[src/rtl/busca_instrucao_pkg.sv]
// Constants shared by the fetch, decode and instruction-memory blocks:
// FSM encoding, halt opcode, opcode field bounds and reset PC.
package busca_instrucao_pkg;

  // Fetch FSM encoding (plain vectors so legacy blocks can compare them too)
  localparam logic [1:0] EST_INIT   = 2'd0;
  localparam logic [1:0] EST_BUSCA  = 2'd1;
  localparam logic [1:0] EST_PARADO = 2'd2;

  // Opcode field position inside a 32-bit instruction word
  localparam int OPC_MSB = 31;
  localparam int OPC_LSB = 27;
  localparam int OPC_W   = OPC_MSB - OPC_LSB + 1;

  // Halt opcode and default memory geometry
  localparam logic [OPC_W-1:0] HLT_OPCODE = 5'd18;
  localparam logic [31:0]      PC_RESET   = 32'd1;
  localparam logic [31:0]      PC_LIMITE  = 32'd20;

  // Extracts the opcode field of an instruction word
  function automatic logic [OPC_W-1:0] opcode_de(input logic [31:0] instr);
    return instr[OPC_MSB:OPC_LSB];
  endfunction

endpackage

[src/rtl/contador_saturado.sv]
// Saturating up-counter with enable; holds at all-ones instead of wrapping.
module contador_saturado #(
  parameter int W = 16
) (
  input  logic         i_clk,
  input  logic         i_rst_n,
  input  logic         i_en,
  output logic [W-1:0] o_cnt
);

  logic [W-1:0] r_cnt;
  logic         w_cheio;

  assign w_cheio = (r_cnt == {W{1'b1}});

  // Count enabled events until the counter is full
  always_ff @(posedge i_clk or negedge i_rst_n) begin
    if (!i_rst_n)
      r_cnt <= '0;
    else if (i_en && !w_cheio)
      r_cnt <= r_cnt + {{(W-1){1'b0}}, 1'b1};
  end

  assign o_cnt = r_cnt;

endmodule

[src/rtl/busca_instrucao.sv]
// Instruction fetch stage: walks the PC through instruction memory, presents
// one registered instruction at a time to decode with a valid/ready style
// handshake, stops on a halt opcode or when running past the last word, and
// accepts redirects from later stages.
module busca_instrucao
  import busca_instrucao_pkg::*;
#(
  parameter logic [31:0]      PC_INICIAL = PC_RESET,
  parameter logic [31:0]      PC_MAX     = PC_LIMITE,
  parameter logic [OPC_W-1:0] OPCODE_HLT = HLT_OPCODE
) (
  input  logic        clock,
  input  logic        reset,
  output logic [31:0] endereco_mem,
  input  logic [31:0] instrucao_mem,
  input  logic        desvio,
  input  logic [31:0] alvo_desvio,
  input  logic        pronto_dec,
  output logic [31:0] instrucao_out,
  output logic [31:0] pc_out,
  output logic        valida_out,
  output logic        parado,
  output logic        erro_endereco,
  output logic [15:0] contador_busca
);

  logic [1:0]  r_estado;
  logic [31:0] r_pc;
  logic [31:0] r_instr;
  logic [31:0] r_pc_out;
  logic        r_valida;
  logic        r_erro;

  logic        w_ativo;       // state in which redirects are honoured
  logic        w_slot_livre;  // output register can take a new word
  logic        w_pc_ok;       // pc still inside instruction memory
  logic        w_hlt;         // word at pc is a halt
  logic        w_captura;     // a word is captured this cycle
  logic        w_estouro;     // fetch attempted beyond PC_MAX
  logic [15:0] w_contador;

  assign w_ativo      = (r_estado == EST_BUSCA) || (r_estado == EST_PARADO);
  assign w_slot_livre = !r_valida || pronto_dec;
  // Unsigned compare: a pc that wrapped past 2^32 and lands above PC_MAX
  // is treated exactly like a normal overrun.
  assign w_pc_ok      = (r_pc <= PC_MAX);
  assign w_hlt        = (opcode_de(instrucao_mem) == OPCODE_HLT);
  assign w_captura    = (r_estado == EST_BUSCA) && !desvio && w_slot_livre && w_pc_ok;
  assign w_estouro    = (r_estado == EST_BUSCA) && !desvio && w_slot_livre && !w_pc_ok;

  // FSM: INIT gives memory one clock to preload, BUSCA fetches, PARADO waits
  // for a redirect. Redirects win over everything except INIT.
  always_ff @(posedge clock or negedge reset) begin
    if (!reset) begin
      r_estado <= EST_INIT;
    end else begin
      case (r_estado)
        EST_INIT:   r_estado <= EST_BUSCA;
        EST_BUSCA: begin
          if (desvio)
            r_estado <= EST_BUSCA;
          else if (w_estouro || (w_captura && w_hlt))
            r_estado <= EST_PARADO;
        end
        EST_PARADO: begin
          if (desvio)
            r_estado <= EST_BUSCA;
        end
        default:    r_estado <= EST_INIT;
      endcase
    end
  end

  // Program counter: redirect target, or advance after a non-halt capture
  always_ff @(posedge clock or negedge reset) begin
    if (!reset)
      r_pc <= PC_INICIAL;
    else if (w_ativo && desvio)
      r_pc <= alvo_desvio;
    else if (w_captura && !w_hlt)
      r_pc <= r_pc + 32'd1;
  end

  // Output register: captured word and its address; these only move on a
  // capture, so a stall simply holds them.
  always_ff @(posedge clock or negedge reset) begin
    if (!reset) begin
      r_instr  <= '0;
      r_pc_out <= '0;
    end else if (w_captura) begin
      r_instr  <= instrucao_mem;
      r_pc_out <= r_pc;
    end
  end

  // Valid flag: set on capture, dropped by a redirect or when decode takes
  // the word and nothing replaces it.
  always_ff @(posedge clock or negedge reset) begin
    if (!reset)
      r_valida <= 1'b0;
    else if (w_ativo && desvio)
      r_valida <= 1'b0;
    else if (w_captura)
      r_valida <= 1'b1;
    else if (pronto_dec)
      r_valida <= 1'b0;
  end

  // Sticky address error; a redirect does not clear it
  always_ff @(posedge clock or negedge reset) begin
    if (!reset)
      r_erro <= 1'b0;
    else if (w_estouro)
      r_erro <= 1'b1;
  end

  contador_saturado #(
    .W (16)
  ) u_contador (
    .i_clk   (clock),
    .i_rst_n (reset),
    .i_en    (w_captura),
    .o_cnt   (w_contador)
  );

  assign endereco_mem   = r_pc;
  assign instrucao_out  = r_instr;
  assign pc_out         = r_pc_out;
  assign valida_out     = r_valida;
  assign parado         = (r_estado == EST_PARADO);
  assign erro_endereco  = r_erro;
  assign contador_busca = w_contador;

endmodule

[config.mk]
export PLATFORM = sky130hd
export DESIGN_NAME = busca_instrucao
export DESIGN_NICKNAME = d
export VERILOG_FILES = /design/src/rtl/busca_instrucao_pkg.sv /design/src/rtl/contador_saturado.sv /design/src/rtl/busca_instrucao.sv
export SDC_FILE = /design/constraint.sdc
export NUM_CORES = 1
export LEC_CHECK = 0
export CORE_ASPECT_RATIO = 0.9
export CORE_UTILIZATION = 47
export DETAILED_ROUTE_END_ITERATION = 8
export HOLD_SLACK_MARGIN = 0.05
export PLACE_DENSITY = 0.94
export SLEW_MARGIN = 20
export SYNTH_ARGS = -nofsm -noshare
export SYNTH_HDL_FRONTEND = slang
export SYNTH_SLANG_ARGS = --single-unit
[constraint.sdc]
create_clock -name clock -period 5.1 [get_ports clock]
set_clock_uncertainty 0.2 [all_clocks]
set_input_delay 1.02 -clock clock [delete_from_list [all_inputs] [get_ports clock]]
set_output_delay 1.02 -clock clock [all_outputs]
set_load 0.01 [all_outputs]
Yosys cells after proc, flatten, opt, wreduce, memory -nomap -nowiden
Cells that the tools add are included.

word-level totals
  bits in registers = 116
  bits of input ports = 68
  output and inout bits = 115

operators by class
  add/sub/neg operators = 2
  order comparisons = 1
  equal/unequal tests = 6
  mux-type cells = 9
  reductions and logical operators = 20

operators with widths
  cell                                                    number
  two-way mux 32 bit                                      2
  adder 32 x 1 -> 32 bit (second input constant)          1
  <= comparator 32 x 5 -> 1 bit (second input constant)   1
  adder 16 x 1 -> 16 bit (second input constant)          1
  == test 16 bit (second input constant)                  1
  logical AND 1 bit                                       8
  two-way mux 2 bit                                       3
  one-hot mux 2 bit (3 select lines)                      1
  == test 5 bit (second input constant)                   1
  zero test 1 bit                                         5
  logical OR 1 bit                                        3
  two-way mux 1 bit                                       3
  inequality test 3 x 2 -> 1 bit (second input constant)  1
  nonzero test 3 bit                                      1
  == test 2 x 1 -> 1 bit (second input constant)          1
  == test 2 bit (second input constant)                   1
  zero test 2 bit                                         1
  inequality test 2 bit (second input constant)           1
  AND reduction 2 bit                                     1
  nonzero test 2 bit                                      1

Depth between registers and ports, before layout
Gate-level depths: netlist of the first run.

  depth in word-level cells = 9
  mapped depth = 8

Cells and area by module
A second synthesis of the first run with hierarchy kept.

second synthesis, totals
  cell total of the unflattened synthesis = 353
  area total of the unflattened synthesis = 4678.2 um2

by module, submodules not included
  module             instances  cells each  area each (um2)  seq. area each (um2)
  busca_instrucao    1          284         3877.5           2503.7
  contador_saturado  1          69          800.8            400.4

Worst setup path before layout of the first run
No wires, ideal clock.

  path type = input to register
  start point = in desvio
  end point = reg r_pc[2], in the netlist endereco_mem[2]
  arrival = 2.229 ns
  required time = 4.818 ns
  setup slack = 2.589 ns
  stages = 6
  path through = nor2b_1 and2_2 nand4_4 buf_6 or4_1 a31oi_1

on the way
  longest elaborated chain between the ends = 6
  elaborated cells on any way between the ends = 8
  classes of those cells = mux (1); reduce/logical (7)

ends and longest elaborated chain
  what                             line                   source
  start: declaration               busca_instrucao.sv:16  input logic desvio,
  zero test 1 bit                  busca_instrucao.sv:48  assign w_captura = (r_estado == EST_BUSCA) && !desvio && w_slot_livre && w_pc_ok;
  logical AND 1 bit (3 in series)  busca_instrucao.sv:48
  logical AND 1 bit                busca_instrucao.sv:80  else if (w_captura && !w_hlt)
  nonzero test 2 bit (no line)     -
  end signal: assignment           busca_instrucao.sv:79  r_pc <= alvo_desvio;
  end signal: assignment           busca_instrucao.sv:81  r_pc <= r_pc + 32'd1;
  end: declaration                 busca_instrucao.sv:28  logic [31:0] r_pc;

Several ways; a longest one is shown, not always the timed one.
A chain may end at the register's enable or synchronous reset.

Worst setup path in the final report of the first run
  start point = in desvio
  end point = reg r_instr[8], in the netlist instrucao_out[8]

on the way
  longest elaborated chain between the ends = 4

ends and longest elaborated chain
  what                             line                   source
  zero test 1 bit                  busca_instrucao.sv:48
  logical AND 1 bit (3 in series)  busca_instrucao.sv:48
  end signal: assignment           busca_instrucao.sv:91  r_instr <= instrucao_mem;
  end: declaration                 busca_instrucao.sv:29  logic [31:0] r_instr;

No other way between the ends.

==> metrics list, run 1 <==
- Met2 routing resource usage after global routing: 39.73%
* Slowest cell on crit path: sky130_fd_sc_hd__nand4_4
- After floorplanning, the core was divided into 34 placement rows.
- Highest ir drop seen on vdd: 0.4359 mV
- Vias in the first global route: 3700
* Die footprint: 10630 um2
* Post-synthesis instance area: 4803 um2
- Share of flip-flops with an asynchronous set or reset: 100.0%
- Inserted Clock Buffers: 17
- # port buffers: 182
- During I/O placement, the number of pins put on the boundary was 183.
* Maximum number of pins on one net before global-route repair: 79
- Initial DRC Count: 115
* Required time of the critical path: 5.18 ns
* Sequential element share of the synthesized area: 60.46%
* Initial antenna violation count: 0
* CTS Root Buffer Type: sky130_fd_sc_hd__clkbuf_16
- Number of register bits inferred by synthesis: 116
- Including well taps, the total number of placed cells is 645.
- Clock-pin slew was measured on the worst setup and hold paths at 0.06 ns.
- Global routing finished with a remaining overflow of 0.
- After floorplanning, the core was sized to cover 9784 um2.
- Post-route core utilization: 75.42%
* Wirelength per Cell: 17.37 um
- The number of different library cells used by synthesis comes to 44.
- Relative area change from synthesis to final layout: 53.63%
- Fraction of final layout cells with drive strength greater than 1: 22.32%
* Wire length of the first global-routing pass: 18.77 mm
- For the finished layout, the period the worst path requires is 3.325 ns.
- Die boundary height: 97.91 um
* Top cell type by total area after synthesis: sky130_fd_sc_hd__dfrtp_1
- Remaining antenna violation count after routing: 0
* Sort of element at the start of the critical path: input pin
- After Yosys synthesis, and, or, nand and nor cells account for 15.24% of the synthesized area.
- The flow ran to the end, and the final reports show no timing, DRC or antenna violations.
- Final hold analysis gives a worst-case slack of 0.2828 ns.
- Each instance of the synthesized netlist takes up on average 13.72 um2.
- CTS saw 116 sinks.
* H-tree depth: 4
- Maximum clock frequency: 300.7 MHz
- Counting flops with a built-in enable in the synthesized netlist gives 0.
- The tool flagged a number of max-cap violations equal to 0.
- In this run the deepest clock path goes through 2 buffers.
- The tightest min-delay check is of the reg -> reg type.
* Met3 global-route usage: 7.076%
- Routability congestion estimate from global placement: 0.7715
- For this run, the post-layout net count is 614.
* Clock latency at the later pin of the worst-skew pair: 0.40 ns
* Static Leakage: 3.285 nW
- Summed over all failing endpoints, the final setup total negative slack is 0 ns.
- Pwr/cell area: 446.1 nW/um2
- Max_slew headroom: 47.87%
- The max-slew violation total from the final report is 0.
- Count of cells resized by post-cts repair: 0
- Switching power share of the total: 27.63%
- DRT Pass-1 Iters: 4
- Synthesized netlist net count: 425
- Via count: 3477
- STA puts the critical path data arrival time at 3.40 ns.
- Dominant combinational cell family by area after synthesis: simple AND/OR/NAND/NOR gates
* Detailed-route vias per instance: 5.136
- Final routed DRC violation total: 0
- Synth Area in Adders: 1.823%
* Post-CTS repair timing setup buffer count: 0
- Setup repair after global routing left no endpoint under its margin.
* N_diodes: 0
- Internal power comes to 2.383 mW.
- CP max FO: 53
* Count of final setup violators: 0
- Tcrit/Tclk final: 65.20%
- XOR/XNOR Fraction of Synth Area: 2.370%
* Synthesized instance count: 350
* Aggregate global-route resource usage: 23.10%
- Along the worst hold path, the cell count comes to 1.
- Fin worst setup slack: 1.775 ns
- For this design the total switching power over the nets is 0.9095 mW.
- STA classifies the critical path endpoint as a flop.
* Final non-filler cell total: 677
- Ranking of synthesized cells by area: sky130_fd_sc_hd__dfrtp_1, sky130_fd_sc_hd__mux2_2, sky130_fd_sc_hd__and2_1, sky130_fd_sc_hd__nor4_2, sky130_fd_sc_hd__xor2_1
- Final hold violation count: 0
- Comb power frac: 25.3%
- For this design, the CTS-stage hold fixing added 0 buffers.
- Final WL: 11.76 mm
- The initial utilization of the core area, before any placement, comes to 49.09%.
* TritonCTS clock tree: built
- Clock network power share: 37.9%
- The HPWL after detailed placement is 8.137 mm.
- In this run, flip-flops and latches consume 36.8% of the power.
- Depth of the worst register-to-register path: 7
- Summed over its instances, the top area cell type makes up 59.91% of the synthesized netlist area.
* Die extent in x: 108.6 um
* Crit Path Category: in -> reg
- Slowest stage delay, CP: 0.59 ns
- Timing analysis after detailed placement gives a worst setup slack of 1.338 ns.
- Complex-gate fraction of the synthesized area: 2.996%
- The Yosys step of the flow raised 0 warnings.
* Layer carrying the most global-route usage: met2
- Transition time at the pin with the least slew margin: 0.7804 ns
- In the synthesized netlist, mux cells make up 15.00% of the area.
* Grt met1 use: 27.72%
* Top flip-flop cell by instance count after synthesis: sky130_fd_sc_hd__dfrtp_1
- Series of cell instances along the critical path: clkdlybuf4s50_1 > nor2b_1 > and2_2 > nand4_4 > buf_4 > mux2_2
cell families after synthesis:
| group | after synthesis |
|---|---|
| XOR/XNOR | 13 |
| multiplexers | 64 |
| AO/OA/AOI/OAI | 21 |
| flip-flops | 116 |
| adder cells (fa/ha/maj) | 7 |
| buffers and inverters | 23 |
| AND/OR/NAND/NOR | 106 |
synthesized netlist by cell type (all sizes together), types with 4 or more instances:
| cell type | number |
|---|---|
| dfrtp | 115 |
| mux2 | 64 |
| and2 | 28 |
| nand2 | 14 |
| nor2 | 12 |
| xor2 | 12 |
| nor4 | 11 |
| clkbuf | 10 |
| nand3 | 8 |
| ha | 7 |
| inv | 7 |
| nand4 | 7 |
| o21ai | 7 |
| buf | 6 |
| nor3 | 6 |
| a31oi | 5 |
| nor4b | 4 |
| or4 | 4 |
worst paths after layout:
kind | startpoint | end | slack [ns]
worst max-delay path | desvio | instrucao_out[8]$_DFFE_PN0P_ | 1.77
worst min-delay path | pc_out[19]$_DFFE_PN0P_ | pc_out[19]$_DFFE_PN0P_ | 0.28
worst max register to register | r_estado[1]$_DFFE_PN0P_ | instrucao_out[8]$_DFFE_PN0P_ | 2.15
worst min register to register | pc_out[19]$_DFFE_PN0P_ | pc_out[19]$_DFFE_PN0P_ | 0.28
max in group asynchronous | reset | endereco_mem[30]$_DFFE_PN0P_ | 3.28
min in group asynchronous | reset | pc_out[31]$_DFFE_PN0P_ | 0.31
flip-flops by register name, indices dropped and copies added, names as in the netlist:
signal and flops:
instrucao_out 32, valida_out 1, pc_out 32, u_contador.o_cnt 16
erro_endereco 1, r_estado 2, endereco_mem 32
layout by cell type, fill, tap and decap left out, drive strengths merged, types with 8 or more instances in the layout:
cell | netlist | routed
and2 | 28 | 28
clkbuf | 10 | 18
clkdlybuf4s50 | 0 | 181
dfrtp | 115 | 115
inv | 7 | 8
mux2 | 64 | 64
nand2 | 14 | 14
nand3 | 8 | 8
nor2 | 12 | 12
nor4 | 11 | 11
xor2 | 12 | 12
area by class of cell:
class,instances,area [um2]
Clock buffer,18,439.2
Clock inverter,13,182.7
Fill cell,616,2405
Inverter,7,26.28
Multi-Input combinational cell,211,1800
Sequential cell,116,2904
Tap cell,126,157.7
Timing Repair Buffer,186,1869
stage by stage:
step                instance area [um2]  total power [mW]
global placement                   6728             2.014
global route                       7380             3.434
finish                             7380             3.292
floorplan                          4803             1.611
CTS                                7350             3.316
detailed placement                 6728             2.055
routing by layer:
layer	share of wire (%)	wire length [um]	vias to the layer above
met3	6.8	800	8
met5	0	0	-
met4	0.87	102	0
li1	-	-	1608
met1	40	4732	1728
met2	52	6124	133
power groups by stage:
stage	Combinational [mW]	Sequential (mW)	Clock (mW)
final	0.833	1.21	1.25
after global routing	0.896	1.23	1.31
after CTS	0.840	1.21	1.26
after detailed placement	0.831	1.22	0
after global placement	0.805	1.21	0
after floorplan	0.352	1.26	0
worst max-delay path, delay by kind of cell:
kind	cells	cell delay (ns)
AND/OR/NAND/NOR	3	1.05
buffers and inverters	2	1.00
multiplexers	1	0.32
(Power assumes the default switching activity.)
==> run 2, diff against run 1 <==
CORE_UTILIZATION = 40   (was 47)
PLACE_DENSITY = 0.86   (was 0.94)
clock period = 2.85 ns   (was 5.1 ns; I/O delays follow)
==> metrics list, run 2 (synthesis gave the netlist of run 1 again) <==
- The flow ran to the end, and the final reports show no timing, DRC or antenna violations.
* Number of sinks handled by clock tree synthesis: 116 (unchanged)
- Effective utilization at floorplan: 41.50% (-7.6 points)
* Die boundary height: 106.0 um (+8.2%)
- The estimated wirelength of the detail-placed design is 8.545 mm (+5.0%).
- Number of ports placed on the die boundary: 183 (unchanged)
- Setup TNS Final: 0 ns (unchanged)
- The area enclosed by the die boundary is 12450 um2 (+17%).
- The number of setup buffers added after CTS came to 0 (unchanged).
* Fin worst setup slack: 0.3711 ns (-1.403 ns)
- Hold-fix buffers, CTS: 1 (+1)
- The non-filler instance count after layout was 714 (+5.5%).
- The area of the multi-input gates is 1798 um2 (-0.14%).
- STA classifies the critical path startpoint as a flop.
* Count of cells resized by post-cts repair: 0 (unchanged)
* Final WL: 11.54 mm (-1.9%)
- The max-slew headroom at the worst pin was 73.55% (+26 points).
- The layout net count was 620 (+0.98%).
- The sequential standard cell area came to 2904 um2 (unchanged).
- The arrival time of the worst setup path is 1.71 ns (-1.69 ns).
* Final routed DRC violation total: 0 (unchanged)
- The smallest clock period supported by the final layout is computed as 2.479 ns.
- The number of antenna violations at the first check in global routing came to 0 (unchanged).
- The largest stage delay on the critical path is 0.57 ns (-0.02 ns).
- The floorplan die width was 117.5 um (+8.2%).
- Count of filler cells inserted in the layout: 854 (+39%)
- Pwr/cell area: 766.4 nW/um2 (+72%)
* CTS Root Buffer Type: sky130_fd_sc_hd__clkbuf_16
- The tightest min-delay check is of the reg -> reg type.
- N_diodes: 0 (unchanged)
- The largest driver fanout on the critical path was 4 (-92%).
- The violation count after the first detailed-route iteration was 136 (+18%).
- Sw Pwr: 1.566 mW (+72%)
- TritonCTS clock tree: built
- Total Power Consumption: 5.700 mW (+73%)
* Post-place instance area: 6848 um2 (+1.8%)
* Unrepaired setup endpoints after global routing: no
- The library cell used most frequently in the layout, excluding fill and tap cells, is sky130_fd_sc_hd__clkdlybuf4s50_1.
- Worst path buffer plus inverter count: 2 (unchanged)
* Clock latency at the later pin of the worst-skew pair: 0.40 ns (about the same)
- The share of post-route cells with drive strength above 1 was 22.58% (+0.26 points).
- Maximum number of pins on one net before global-route repair: 61 (-23%)
- The all-layer global routing usage was 19.68% (-3.4 points).
* Internal portion of total power: 4.134 mW (+74%)
* Wire length of the first global-routing pass: 18.88 mm (+0.55%)
* Post-route core utilization: 64.26% (-11 points)
* Routability congestion estimate from global placement: 0.8351 (+8.2%)
- Clock transition at path regs: 0.05 ns (about the same)
* Standard cell core area: 11570 um2 (+18%)
- Inserted Clock Buffers: 17 (unchanged)
- The max-slew violation total from the final report was 0 (unchanged).
- Series of cell instances along the critical path: inv_1 > ha_1 > clkdlybuf4s50_1
- The total instance count after detailed placement was 681 (+5.6%).
* Relative area change from synthesis to final layout: 54.83%
* Post-route cell area: 7437 um2 (+0.78%)
* Detailed-route vias per instance: 4.957 (-3.5%)
- The row count was 37 (+8.8%).
* Delay-heaviest family, CP: buffers and inverters
- Required time of the critical path: 2.08 ns (-3.10 ns)
- The total of endpoints with negative setup slack in the final report is 0 (unchanged).
- The proportion of power drawn by flip-flops and latches was 38.0% (+1.2 points).
* Switching power share of the total: 27.47% (-0.16 points)
- Maximum clock frequency: 403.4 MHz
- Most frequent cells in the layout: sky130_fd_sc_hd__clkdlybuf4s50_1, sky130_fd_sc_hd__dfrtp_1, sky130_fd_sc_hd__mux2_2, sky130_fd_sc_hd__and2_1, sky130_fd_sc_hd__clkbuf_16
* DRT Pass-1 Iters: 4 (unchanged)
* Flop-to-flop setup slack: 0.40 ns (-1.75 ns)
- The count of maximum capacitance violations is 0 (unchanged).
- The combinational share of power was 26.1% (+0.8 points).
* Vias in the first global route: 3764 (+1.7%)
* Grt total ovfl: 0 (unchanged)
- The worst IR drop on VDD is 0.6242 mV (+43%).
- The critical path is of the reg -> out type.
* Remaining antenna violation count after routing: 0 (unchanged)
- The worst setup slack before clock tree synthesis is 0.08783 ns (-1.250 ns).
- Slowest cell on crit path: sky130_fd_sc_hd__clkdlybuf4s50_1
- H-tree depth: 4 (unchanged)
* Tcrit/Tclk final: 86.98%
- The slew at the pin with the worst max-slew slack is 0.3938 ns (-0.3867 ns).
- Kind of end point of the critical path: output port
- The clock network fraction of design power is 35.9% (-2.0 points).
- The number of hold violations in the final report is 0 (unchanged).
- The number of port buffers was 182 (unchanged).
- Static Leakage: 3.313 nW (+0.85%)
* Bufs on Longest Clock Path: 2 (unchanged)
- Wirelength per Cell: 16.17 um (-6.9%)
- The vias after detailed routing was 3539 (+1.8%).
* Smallest hold slack: 0.2789 ns (-0.003914 ns)
==> run 2: changes by cell type in the layout (fill, tap and decap cells not counted), moves of 2 or more <==
cell,change
sky130_fd_sc_hd__buf_12,+3
sky130_fd_sc_hd__buf_4,+3
sky130_fd_sc_hd__bufinv_16,-2
sky130_fd_sc_hd__clkbuf_1,+2
sky130_fd_sc_hd__clkbuf_8,+2
sky130_fd_sc_hd__clkinv_2,+3
sky130_fd_sc_hd__clkinvlp_4,-2
==> run 2: layout make-up <==
cell class                      count  share of cell area, %
Tap cell                          156                  2.624
Sequential cell                   116                  39.05
Multi-Input combinational cell    211                  24.18
Inverter                            7                 0.3533
Timing Repair Buffer              192                  26.01
Clock inverter                     10                  1.413
Clock buffer                       22                  6.376
==> run 2: worst register-to-register path: cells and delay by family (launching register included) <==
| kind | cells | cell delay, ns |
|---|---|---|
| xor gates and xnor gates | 1 | 0.18 |
| adders and majority gates | 1 | 0.22 |
| buffers and inverters | 2 | 0.35 |
| DFF | 1 | 0.40 |
| and+or+nand+nor | 4 | 1.01 |
==> run 2: final timing paths <==
kind                                      startpoint                               to  depth (start not counted)
max                          r_estado[0]$_DFFE_PN0P_                           parado                          3
min                        erro_endereco$_DFFE_PN0P_        erro_endereco$_DFFE_PN0P_                          1
max reg2reg                  r_estado[1]$_DFFE_PN0P_  u_contador.o_cnt[5]$_DFFE_PN0P_                          8
min reg2reg                erro_endereco$_DFFE_PN0P_        erro_endereco$_DFFE_PN0P_                          1
max in group asynchronous                      reset      endereco_mem[5]$_DFFE_PN0P_                          3
min in group asynchronous                      reset           pc_out[12]$_DFFE_PN0P_                          2
==> run 2: layer usage <==
metal / track usage, % / vias to the layer above / share of wire, %
met4: 6.044 / 0 / 0.65
met2: 34.57 / 142 / 53
met3: 8.691 / 8 / 8.6
met5: 0 / - / 0
li1: - / 1628 / -
met1: 21.41 / 1761 / 38
==> run 2: power groups by stage <==
stage / registers (mW) / clock network (mW) / logic [mW]
3_5_place_dp: 2.19 / 0 / 1.50
5_1_grt: 2.20 / 2.18 / 1.61
6_report: 2.16 / 2.05 / 1.49
2_1_floorplan: 2.25 / 0 / 0.631
3_3_place_gp: 2.18 / 0 / 1.45
4_1_cts: 2.17 / 2.10 / 1.51
==> run 3, diff against run 2 <==
ABC_AREA = 1   (was not set)
ABC_CLOCK_PERIOD_IN_PS = 2850   (was not set)
PLACE_DENSITY = 0.85   (was 0.86)
==> metrics list, run 3 <==
* Run status: finished clean
- Routability congestion estimate from global placement: 0.8150 (-2.4%)
- Met3 routed wirelength: 747 um (-25%)
- The final critical path time including I/O delays and setup was 2.456 ns (-0.02264 ns).
- The diode insertion count for antenna repair is 0 (unchanged).
- Die extent in x: 120.1 um (+2.2%)
- The slew at the pin with the worst max-slew slack is 0.6138 ns (+0.2201 ns).
- The clock sink count is 116 (unchanged).
- The count of hold buffers inserted by post-cts repair came to 0 (-1).
* Number of register bits inferred by synthesis: 116 (unchanged)
- Top cell type by total area after synthesis: sky130_fd_sc_hd__dfrtp_1
- Aggregate global-route resource usage: 20.20% (+0.52 points)
* Ranking of synthesized cells by area: sky130_fd_sc_hd__dfrtp_1, sky130_fd_sc_hd__nand2_1, sky130_fd_sc_hd__inv_1, sky130_fd_sc_hd__nor2_1, sky130_fd_sc_hd__o21ai_0
- Count of final setup violators: 0 (unchanged)
- The length of routed met2 wiring is 6.190 mm (+2.0%).
- The I/O pin count is 183 (unchanged).
- Unrepaired setup endpoints after global routing: no
- Top flip-flop cell by instance count after synthesis: sky130_fd_sc_hd__dfrtp_1
- CP max FO: 4 (unchanged)
- Static Leakage: 3.770 nW (+14%)
- Highest ir drop seen on vdd: 0.3574 mV (-43%)
- The total negative setup slack was 0 ns (unchanged).
- Maximum clock frequency: 407.1 MHz (+0.92%)
- Post-synthesis instance area: 5024 um2 (+4.6%)
* Standard-cell row count: 38 (+2.7%)
- The synthesis warning total came to 0 (unchanged).
* Area taken by flip-flops and latches: 2904 um2 (unchanged)
* Max_slew headroom: 59.08% (-14 points)
* Sort of element at the start of the critical path: flop
- The area of the multi-input gates was 1724 um2 (-4.1%).
- The number of global-route vias before repair is 4115 (+9.3%).
* Bufs on Longest Clock Path: 2 (unchanged)
- The number of CTS-inserted buffers is 17 (unchanged).
- The area of the placeable core came to 12120 um2 (+4.8%).
* Tcrit/Tclk final: 86.18% (-0.79 points)
- Met1 routed wirelength after detailed routing: 5.509 mm (+25%)
- Sequential element share of the synthesized area: 57.81% (-2.7 points)
* Synthesized instance count: 570 (+63%)
- # port buffers: 182 (unchanged)
- The max-slew violation total from the final report came to 0 (unchanged).
- The arrival time of the worst setup path is 1.69 ns (-0.02 ns).
- Type of the worst min-delay path: in -> async
- The routed wire length came to 12.70 mm (+10%).
- Pwr/cell area: 742.1 nW/um2 (-3.2%)
* Relative area change from synthesis to final layout: 51.28%
- The number of antenna violations at the first check in global routing came to 0 (unchanged).
* Number of distinct library cells after synthesis: 33 (-25%)
- The first-pass GRT wire length was 20.30 mm (+7.5%).
- The synthesized net count is 645 (+52%).
- Clock latency at the later pin of the worst-skew pair: 0.40 ns (about the same)
- Number of flops mapped to enable cells by yosys: 0 (unchanged)
* Cell with the most instances after synthesis: sky130_fd_sc_hd__nand2_1
- CTS Root Buffer Type: sky130_fd_sc_hd__clkbuf_16
* Post-DP HPWL: 8.925 mm (+4.5%)
* Via count: 4298 (+21%)
- The endpoint required time on the critical path is 2.08 ns (about the same).
- Post-synth top cells: sky130_fd_sc_hd__nand2_1, sky130_fd_sc_hd__dfrtp_1, sky130_fd_sc_hd__inv_1, sky130_fd_sc_hd__nor2_1, sky130_fd_sc_hd__o21ai_0
* Post-CTS repair timing setup buffer count: 0 (unchanged)
- Leaving out fill and tap cells, the most frequent cells in the layout are sky130_fd_sc_hd__nand2_1, sky130_fd_sc_hd__clkdlybuf4s50_1, sky130_fd_sc_hd__dfrtp_1, sky130_fd_sc_hd__inv_1, sky130_fd_sc_hd__nor2_1.
- The sum of overflow across all layers after global routing was 0 (unchanged).
- Die boundary height: 108.3 um (+2.2%)
* Mean cell area of the mapped netlist: 8.813 um2 (-36%)
* Maximum number of pins on one net before global-route repair: 117 (+92%)
- The first-pass detailed-route iteration total is 6 (+2).
* Post-layout net count: 836 (+35%)
* Count of filler cells inserted in the layout: 977 (+14%)
- The detail-routed via count per cell came to 4.607 (-7.1%).
* Final hold violation count: 0 (unchanged)
- Post-route core utilization: 62.68% (-1.6 points)
- Synth top area share: 57.29% (-2.6 points)
- Fraction of final layout cells with drive strength greater than 1: 7.891% (-15 points)
- Count of cells resized by post-cts repair: 0 (unchanged)
* Remaining antenna violation count after routing: 0 (unchanged)
- The post-detailed-route wirelength per cell is 13.61 um (-16%).
* Kind of end point of the critical path: output port
- Top sig layer: met4
- The library cell used most frequently in the layout, excluding fill and tap cells, is sky130_fd_sc_hd__nand2_1.
* TritonCTS clock tree: built
* Effective utilization at floorplan: 41.43% (-0.068 points)
- Clock transition at path regs: 0.05 ns (about the same)
- The share of flip-flops with an asynchronous set or reset after synthesis is 100.0% (unchanged).
- The critical path in this run is classified as reg -> out.
- The area enclosed by the die boundary is 13010 um2 (+4.5%).
* Max cap viols: 0 (unchanged)
* Final routed DRC violation total: 0 (unchanged)
- The violation count after the first detailed-route iteration came to 261 (+92%).
- The CTS H-tree depth was 4 (unchanged).
run 3: cell types whose count changed in the layout (fill, tap and decap cells not counted), sizes merged, moves of 17 or more:
cell | before | now
and2 | 28 | 0
inv | 7 | 78
mux2 | 64 | 0
nand2 | 14 | 196
nand3 | 8 | 25
nor2 | 12 | 49
o21ai | 7 | 36
run 3: final cells by class:
cell class                      instances  area share (%)
Clock buffer                           21           6.190
Clock inverter                         10           1.399
Inverter                               78           3.885
Multi-Input combinational cell        357           22.69
Sequential cell                       116           38.21
Tap cell                              160           2.634
Timing Repair Buffer                  191           24.99
run 3: report_power, final:
group	switching [mW]	total (mW)	leakage, nW	internal (mW)
Sequential	0.187	2.08	1.36	1.90
Clock	0.709	2.05	0.288	1.34
Combinational	0.759	1.51	2.12	0.746
Total	1.66	5.64	3.77	3.98
run 3: worst paths after layout:
kind	startpoint	endpoint	slack, ns	cells past startpoint
worst max-delay path	r_estado[0]$_DFFE_PN0P_	parado	0.39	3
worst min-delay path	reset	endereco_mem[26]$_DFFE_PN0P_	0.07	2
worst max register to register	endereco_mem[0]$_DFFE_PN1P_	instrucao_out[31]$_DFFE_PN0P_	0.60	11
worst min register to register	erro_endereco$_DFFE_PN0P_	erro_endereco$_DFFE_PN0P_	0.27	2
max in group asynchronous	reset	u_contador.o_cnt[9]$_DFFE_PN0P_	1.94	2
min in group clock	erro_endereco$_DFFE_PN0P_	erro_endereco$_DFFE_PN0P_	0.27	2
run 3: cell families after synthesis:
kind of cell             after synthesis  synth area share [%]
adder cells (fa/ha/maj)                7                 1.743
buffers and inverters                 97                 7.871
flip-flops                           116                 57.81
AO/OA/AOI/OAI                         39                 4.458
XOR/XNOR                              16                 2.789
multiplexers                           9                 1.793
AND/OR/NAND/NOR                      286                 23.54
run 3: per-stage QoR:
| step | setup WS (ns) | hold WS [ns] | total power, mW | cell area, um2 | cells |
|---|---|---|---|---|---|
| 6_report | 0.3938 | 0.06611 | 5.640 | 7600 | 933 |
| 2_1_floorplan | 0.8411 | 0.07441 | 2.835 | 5024 | 570 |
| 3_3_place_gp | 0.4281 | 0.2456 | 3.579 | 7023 | 902 |
| 3_5_place_dp | 0.3928 | 0.2517 | 3.613 | 7023 | 902 |
| 5_1_grt | 0.3168 | 0.1097 | 5.952 | 7600 | 933 |
| 4_1_cts | 0.3795 | 0.08734 | 5.705 | 7600 | 933 |
run 3: critical path: stages, from the launching register on:
cell                              delay, ns
sky130_fd_sc_hd__dfrtp_1               0.41
sky130_fd_sc_hd__inv_1                 0.11
sky130_fd_sc_hd__ha_1                  0.21
sky130_fd_sc_hd__clkdlybuf4s50_1       0.56
run 3: layer usage:
| layer | global-route usage, % | up-vias |
|---|---|---|
| li1 | - | 2121 |
| met1 | 24.77 | 2025 |
| met2 | 33.66 | 130 |
| met3 | 6.118 | 22 |
| met4 | 7.411 | 0 |
| met5 | 0 | - |
